--- src/rtl/l2_stride_prefetcher.sv ---
// PC-indexed stride prefetcher feeding the L2 prefetch port.
// Ports: D-side tap (addr/pc/valid), L2 prefetch handshake, issue/drop counters.
module l2_stride_prefetcher #(
  parameter int TBL_LOG  = 4,
  parameter int Q_LOG    = 2,
  parameter int LINE_OFF = 5,
  parameter int CONF_TH  = 2
) (
  input  logic        clk,
  input  logic        rstn,
  input  logic [31:0] dcache_pref_addr,
  input  logic [31:0] dcache_pref_pc,
  input  logic        dcache_pref_valid,
  output logic        req_pref_l2cache,
  output logic        type_pref_l2cache,
  output logic [31:0] addr_pref_l2cache,
  input  logic        addrOK_l2cache_pref,
  input  logic        complete_l2cache_pref,
  input  logic        hit_l2cache_pref,
  input  logic        miss_l2cache_pref,
  output logic [15:0] pref_issued_cnt,
  output logic [15:0] pref_drop_cnt
);

  localparam int N = 1 << TBL_LOG;
  localparam int DEPTH = 1 << Q_LOG;
  localparam int TW = 30 - TBL_LOG;
  localparam logic [31:0] LMASK =
    ~((32'd1 << LINE_OFF) - 32'd1);

  typedef enum logic [1:0] {
    IDLE, REQ, WAIT
  } st_t;

  logic [N-1:0]    t_v;
  logic [TW-1:0]   t_tag [N];
  logic [31:0]     t_last [N];
  logic [31:0]     t_stride [N];
  logic [1:0]      t_conf [N];

  logic [TBL_LOG-1:0] idx;
  logic [TW-1:0]   tag;
  logic            hit;
  logic [31:0]     e_last, e_stride, d;
  logic [1:0]      e_conf, conf_new;
  logic [31:0]     stride_new, cand;
  logic            gen, bad;

  assign type_pref_l2cache = 1'b1;

  assign idx = dcache_pref_pc[TBL_LOG+1:2];
  assign tag = dcache_pref_pc[31:TBL_LOG+2];
  assign hit = t_v[idx] && (t_tag[idx] == tag);
  assign e_last = t_last[idx];
  assign e_stride = t_stride[idx];
  assign e_conf = t_conf[idx];
  assign d = dcache_pref_addr - e_last;

  // Stride is only re-learned once confidence has drained to zero.
  always_comb begin
    conf_new = e_conf;
    stride_new = e_stride;
    if (d == e_stride) begin
      if (e_conf != 2'd3) conf_new = e_conf + 2'd1;
    end else begin
      if (e_conf != 2'd0) conf_new = e_conf - 2'd1;
      else stride_new = d;
    end
  end

  assign cand = (dcache_pref_addr + stride_new) & LMASK;
  assign gen = dcache_pref_valid && hit &&
               (conf_new >= 2'(CONF_TH)) &&
               (stride_new != 32'd0);
  assign bad =
    (cand[31:12] != dcache_pref_addr[31:12]) ||
    (cand[31:LINE_OFF] ==
     dcache_pref_addr[31:LINE_OFF]);

  always_ff @(posedge clk) begin
    if (rstn) t_v <= '0;
    else if (dcache_pref_valid) t_v[idx] <= 1'b1;
  end

  always_ff @(posedge clk) begin
    if (dcache_pref_valid) begin
      t_tag[idx] <= tag;
      t_last[idx] <= dcache_pref_addr;
      t_stride[idx] <= hit ? stride_new : 32'd0;
      t_conf[idx] <= hit ? conf_new : 2'd0;
    end
  end

  // Candidate stage: filtering and FIFO push happen one cycle later.
  logic        c_v, c_bad;
  logic [31:0] c_addr;

  always_ff @(posedge clk) begin
    if (rstn) begin
      c_v <= 1'b0;
      c_bad <= 1'b0;
      c_addr <= '0;
    end else begin
      c_v <= gen;
      c_bad <= bad;
      c_addr <= cand;
    end
  end

  logic [31:0]      mem [DEPTH];
  logic [Q_LOG-1:0] wp, rp;
  logic [Q_LOG:0]   cnt;
  logic             dd_v;
  logic [31:0]      dd_addr;
  logic             flush, pop, full, dup;
  logic             push, c_drop;
  logic [15:0]      drop_inc;
  st_t              state;

  assign flush = miss_l2cache_pref;
  assign pop = (state == IDLE) && (cnt != '0) && !flush;
  assign full = cnt == (Q_LOG+1)'(DEPTH);
  assign dup = dd_v && (c_addr == dd_addr);
  assign push = c_v && !flush && !c_bad && !dup &&
                (!full || pop);
  assign c_drop = c_v && !push;
  assign drop_inc = 16'(c_drop) +
                    (flush ? 16'(cnt) : 16'd0);

  always_ff @(posedge clk) begin
    if (push) mem[wp] <= c_addr;
  end

  always_ff @(posedge clk) begin
    if (rstn) begin
      wp <= '0;
      rp <= '0;
      cnt <= '0;
      dd_v <= 1'b0;
      dd_addr <= '0;
      pref_drop_cnt <= '0;
    end else begin
      pref_drop_cnt <= pref_drop_cnt + drop_inc;
      if (flush) begin
        wp <= '0;
        rp <= '0;
        cnt <= '0;
        dd_v <= 1'b0;
      end else begin
        if (push) begin
          wp <= wp + 1'b1;
          dd_v <= 1'b1;
          dd_addr <= c_addr;
        end
        if (pop) rp <= rp + 1'b1;
        cnt <= cnt + (Q_LOG+1)'(push) -
               (Q_LOG+1)'(pop);
      end
    end
  end

  always_ff @(posedge clk) begin
    if (rstn) begin
      state <= IDLE;
      req_pref_l2cache <= 1'b0;
      addr_pref_l2cache <= '0;
      pref_issued_cnt <= '0;
    end else begin
      unique case (state)
        IDLE: if (pop) begin
          addr_pref_l2cache <= mem[rp];
          req_pref_l2cache <= 1'b1;
          state <= REQ;
        end
        REQ: if (addrOK_l2cache_pref) begin
          req_pref_l2cache <= 1'b0;
          pref_issued_cnt <= pref_issued_cnt + 16'd1;
          state <= complete_l2cache_pref ? IDLE : WAIT;
        end
        WAIT: if (complete_l2cache_pref) state <= IDLE;
        default: state <= IDLE;
      endcase
    end
  end

  logic unused_ok;
  assign unused_ok = ^{hit_l2cache_pref, dcache_pref_pc[1:0]};

endmodule

--- config.mk ---
export PLATFORM = sky130hd
export DESIGN_NAME = l2_stride_prefetcher
export DESIGN_NICKNAME = d
export VERILOG_FILES = /design/src/rtl/l2_stride_prefetcher.sv
export SDC_FILE = /design/constraint.sdc
export NUM_CORES = 2
export LEC_CHECK = 0
export CORE_ASPECT_RATIO = 0.75
export CORE_MARGIN = 4
export CORE_UTILIZATION = 45
export CTS_BUF_LIST = sky130_fd_sc_hd__clkbuf_4
export DETAILED_ROUTE_END_ITERATION = 8
export SYNTH_ARGS = -nofsm -noshare
export SYNTH_HDL_FRONTEND = slang
export SYNTH_SLANG_ARGS = --single-unit
export TNS_END_PERCENT = 10
--- constraint.sdc ---
create_clock -name clk -period 34 [get_ports clk]
set_clock_uncertainty 0.2 [all_clocks]
set_input_delay 6.8 -clock clk [delete_from_list [all_inputs] [get_ports clk]]
set_output_delay 6.8 -clock clk [all_outputs]
set_load 0.05 [all_outputs]
== Word level (Yosys, flattened, before mapping) ==
Memories as Yosys holds them, arrays and structs flattened. A register that Yosys moved wholly into a read port is not among the register bits.
Index checks and enable logic that the tools add are counted.
Word-level totals
  bits in writable memories: 1600
  bits in registers: 125
  memories kept: 5
  input bits: 71
Memories
  t_last: words 16, width 32, rd ports 1, clocked after memory_dff 0, write ports 1, line 37  | logic [31:0] t_last [N];
  t_stride: words 16, width 32, rd ports 1, clocked after memory_dff 0, write ports 1, line 38  | logic [31:0] t_stride [N];
  t_tag: words 16, width 26, rd ports 1, clocked after memory_dff 0, write ports 1, line 36  | logic [TW-1:0] t_tag [N];
  mem: words 4, width 32, rd ports 1, clocked after memory_dff 1, write ports 1, line 110  | logic [31:0] mem [DEPTH];
  t_conf: words 16, width 2, rd ports 1, clocked after memory_dff 0, write ports 1, line 39  | logic [1:0] t_conf [N];
Operators by class
  add/subtract/negate cells: 11
  bitwise logic cells: 2
  equal/unequal tests: 12
  magnitude comparators: 3
  mux-type cells: 24
  reduce and logical (&&, ||, !) cells: 31
Operators by type and width (number)
  $mux 32: 3
  $eq 32x32->1: 2
  $add 32x32->32: 1
  $reduce_bool 32->1: 1
  $sub 32x32->32: 1
  $eq 27x27->1: 1
  $eq 26x26->1: 1
  $ne 20x20->1: 1
  $add 16x1->16 const B: 1
  $add 16x4->16: 1
  $mux 2: 8
  $or 16x16->16: 1
  $logic_and 1x1->1: 13
  $mux 1: 8
  $ne 2x2->1 const B: 4
  $add 2x1->2 const B: 3
  $pmux 2 s3: 1
  $reduce_and 2->1: 3
  $reduce_and 3->1: 2
  $logic_not 1->1: 5
  $lt 4x5->1 const B: 1
  $add 1x3->4: 1
  $bmux 1 s4: 1
  $demux 1 s4: 1
  16 further kinds: 18

== Depth between registers and ports, before layout ==
  depth after elaboration: 9
  gate-level depth with buffers: 44

== Worst setup path before layout ==
OpenSTA, ideal clock, no wires.
  path kind: input port to flip-flop
  from: in dcache_pref_pc[2]
  to: reg c_bad
  setup time: 0.134 ns
  path slack: 16.611 ns
  required time: 33.666 ns
  stages: 43
  path buffers: 13
  data arrival time: 17.055 ns
  cells stage by stage: buf_6 buf_6 buf_6 buf_6 buf_6 buf_4 buf_1 clkbuf_1 buf_1 buf_1 mux4_2 mux4_2 inv_1 ha_1 clkbuf_1 a21oi_1 o22ai_1 a311oi_2 [... 7 more ...] clkbuf_1 mux2i_1 inv_1 ha_1 clkbuf_1 and2_1 nand3_1 nor2_1 a32o_1 a221oi_1 nand4_1 nor3_1 o211ai_1 a211oi_1 nand4_1 nand4b_1 a2111oi_2 a31oi_1
On the way
  longest elaborated chain between the ends: 7
  elaborated cells on any way between the ends: 12
RTL lines
  start: declaration: line 12  | input logic [31:0] dcache_pref_pc,
  $mem_v2 16x32 / $mem_v2 16x2 (equally long branches)
  $sub 32x32->32 / $reduce_bool 2->1 (equally long branches): line 57, 66
  $eq 32x32->1 / $mux 32 (equally long branches): line 63, 66
  $mux 32 *: line 63  | if (d == e_stride) begin
  $add 32x32->32 *: line 71  | assign cand = (dcache_pref_addr + stride_new) & LMASK;
  $eq 27x27->1 / $ne 20x20->1 (equally long branches): line 77, 76
  $logic_or 1x1->1 *: line 76  | (cand[31:12] != dcache_pref_addr[31:12]) ||
  end signal: assignment: line 101  | c_bad <= 1'b0;
  end signal: assignment: line 105  | c_bad <= bad;
  end: declaration: line 95  | logic c_v, c_bad;
Mark *: on every way between the ends. The rest lies on a longest branch, timed or not.
A chain may end at the register's enable or synchronous reset.

== Worst setup path after layout ==
Ends and elaborated chain as after synthesis.

==> impl_metrics.env <==
export IMPL_drcViolationCount=0
export IMPL_cts_buffer_depth=4
export IMPL_start_kind="primary input"
export IMPL_cts_hold_repair_buffers=0
export IMPL_hold_path_class="flip-flop to flip-flop"
export IMPL_vias=38500
export IMPL_ioPinCount=137
export IMPL_r2r_slack_ns=23.99
export IMPL_synth_most_common_cell="edfxtp_1"
export IMPL_worst_pin_slew_ns=1.09
export IMPL_start_util=0.455
export IMPL_rows=125
export IMPL_synthFlopType="edfxtp_1"
export IMPL_final_max_slew_viol_count=0
export IMPL_syn_avg_cell_area_um2=18.6
export IMPL_wire_per_inst_um=26.8
export IMPL_r2r_end="c_bad"
export IMPL_crit_start="dcache_pref_pc[2]"
export IMPL_r2r_cells=32
export IMPL_maxSlewHeadroom=0.264
export IMPL_synth_common_cells="edfxtp_1, mux4_2, nor2_1"
export IMPL_hold_viol_final=0
export IMPL_port_buffers=127
export IMPL_timing_final_crit_period_ns=17.16
export IMPL_yosys_warnings=0
export IMPL_critPathMostFrequentCell="a21o_1"
export IMPL_h_tree_depth=5
export IMPL_powerDensity_nw_per_um2=56.9
export IMPL_p_leak_nw=27.0
export IMPL_fmax_ghz=0.0583
export IMPL_design_die_area_um2=164000
export IMPL_fin_setup_tns_ns=0
export IMPL_cap_violations=0
export IMPL_cts_buffers=427
export IMPL_rr_startpoint="t_last[15][0]"
export IMPL_grt_antenna_before_repair=4
export IMPL_endpoint="c_bad"
export IMPL_grt_max_degree=115
export IMPL_synth_cell_types=84
export IMPL_multi_input_area_um2=19700
export IMPL_worstPathMaxFanout=93
export IMPL_arrival_ns=18.16
export IMPL_drt_first_pass_iters=5
export IMPL_yosysSeqAreaShare=0.709
export IMPL_dp_hpwl_um=101000
export IMPL_synth_area_leaders="edfxtp_1, mux4_2, dfxtp_1, ha_1, nor2_1"
export IMPL_worstHoldStart="addr_pref_l2cache[17]"
export IMPL_cts_tree="yes"
export IMPL_grt_pass1_wl_um=260000
export IMPL_nets=4430
export IMPL_min_period_over_period=0.505
export IMPL_die_h_um=352
export IMPL_cts_setup_buffers=0
export IMPL_die_x_um=466
export IMPL_cts_sinks=1722
export IMPL_worstSetupEndpointType="flip-flop"
export IMPL_max_stage_delay_ns=0.67
export IMPL_yosys_area_top_type="edfxtp_1"
export IMPL_synth_edf_count=1580
export IMPL_grt_setup_unrepaired="no"
export IMPL_status="finished, final reports clean"
export IMPL_total_power_mw=4.55
export IMPL_ys_seq_elements=1722
export IMPL_required_ns=35.00
export IMPL_worstSetupPathType="primary input to flip-flop"
export IMPL_postCtsResizedCells=0
export IMPL_synthArstFlopShare=0
export IMPL_grt_pass1_vias=39100
export IMPL_insertion_delay_ns=1.37
export IMPL_cts_root_buf="clkbuf_4"
export IMPL_setup_viol=0
export IMPL_nFillCells=12800
export IMPL_grt_usage=0.217
export IMPL_clk_pin_slew_worst_paths_ns=0.06
export IMPL_synth_top_area_share=0.669
export IMPL_antenna_left=0
export IMPL_syn_cell_area_um2=70900
export IMPL_postSynthCellCount=3817
export IMPL_layout_drive_gt1_share=0.274
export IMPL_place_congestion=0.900
export IMPL_vdd_ir_drop_max_mv=0.0381
export IMPL_seqCellArea_um2=50300
export IMPL_wirelength_um=178000
export IMPL_grt_ovfl_total=0
export IMPL_area_delta_synth_final_pct=12.7
export IMPL_slowest_stage="buf_4"
export IMPL_drt_iter0_drc=3894
export IMPL_core_um2=156000
export IMPL_detail_route_vias_per_cell=5.78
## flip-flops by register name, summed over array words and instances (netlist names), 3 cells and up
signal	cells
t_stride	512
pref_issued_cnt	16
cnt	3
mem	108
pref_drop_cnt	16
addr_pref_l2cache	27
dd_addr	27
t_last	512
c_addr	27
t_conf	32
t_tag	416
t_v	16
## through the flow
step	hold slack (ns)	instances	area, µm²	utilization	setup slack (ns)
finish	0.255	6657	80000	0.513	16.84
CTS	0.258	6647	80000	0.513	17.13
global route	0.276	6654	80000	0.513	16.22
detailed placement	0.248	5950	75000	0.481	15.59
global placement	0.244	5950	75000	0.481	15.53
floorplan	0.226	3821	71000	-	16.61
## routing by layer
metal	GRT usage	share of wire
met4	0.0638	0.020
met1	0.323	0.45
met3	0.0559	0.085
met2	0.318	0.45
met5	0	0
## area by class of cell
type / instances / share of cell area
flip-flops and latches: 1722 / 0.629
multi-input cells: 1826 / 0.246
clock buffers: 600 / 0.0563
well taps: 2095 / 0.0328
repair buffers: 224 / 0.0256
clock inverters: 97 / 0.00609
inverters: 83 / 0.00399
diodes: 10 / 0.000313
## placed cells by master, fill, tap and decap left out, types with 30 or more instances in the layout
cell type,count
o21ai_0,64
nand2_1,174
nand3_1,30
buf_4,95
mux4_2,473
mux2i_1,54
nor3_1,40
clkbuf_4,600
dfxtp_1,140
clkinv_1,79
a21oi_1,132
nand4_1,37
ha_1,71
a21o_1,32
nor2_1,208
xor2_1,89
clkdlybuf4s50_1,123
edfxtp_1,1580
xnor2_1,81
inv_1,81
## cells by family after synthesis
family,after synthesis,synth area share
AO/OA/AOI/OAI,372,0.0339
XOR/XNOR,182,0.0248
adder cells (fa/ha/maj),75,0.0137
buffers and inverters,273,0.0162
flip-flops,1722,0.709
multiplexers,538,0.160
other,2,0.000106
AND/OR/NAND/NOR,653,0.0431
## how the worst min path moves through the flow
stage                             to  slack, ns  cells past startpoint
2_1_floorplan                   dd_v       0.23                      2
3_3_place_gp   addr_pref_l2cache[30]       0.24                      2
3_5_place_dp   addr_pref_l2cache[13]       0.25                      2
4_1_cts        addr_pref_l2cache[13]       0.26                      2
5_1_grt        addr_pref_l2cache[31]       0.28                      2
6_report       addr_pref_l2cache[17]       0.26                      2
## where the power goes
part / total [mW] / internal (mW) / switching (mW)
clock: 1.63 / 0.834 / 0.797
sequential: 2.38 / 2.35 / 0.0262
combinational: 0.540 / 0.208 / 0.332
total: 4.55 / 3.39 / 1.16
## worst max-delay path: cells and delay by family
family | cells | cell delay [ns]
buffers and inverters | 6 | 2.43
adder cells (fa/ha/maj) | 2 | 0.72
XOR/XNOR | 3 | 0.81
multiplexers | 2 | 1.07
AO/OA/AOI/OAI | 13 | 3.90
AND/OR/NAND/NOR | 9 | 2.06
No activity file was read; power rests on OpenSTA's default activity.
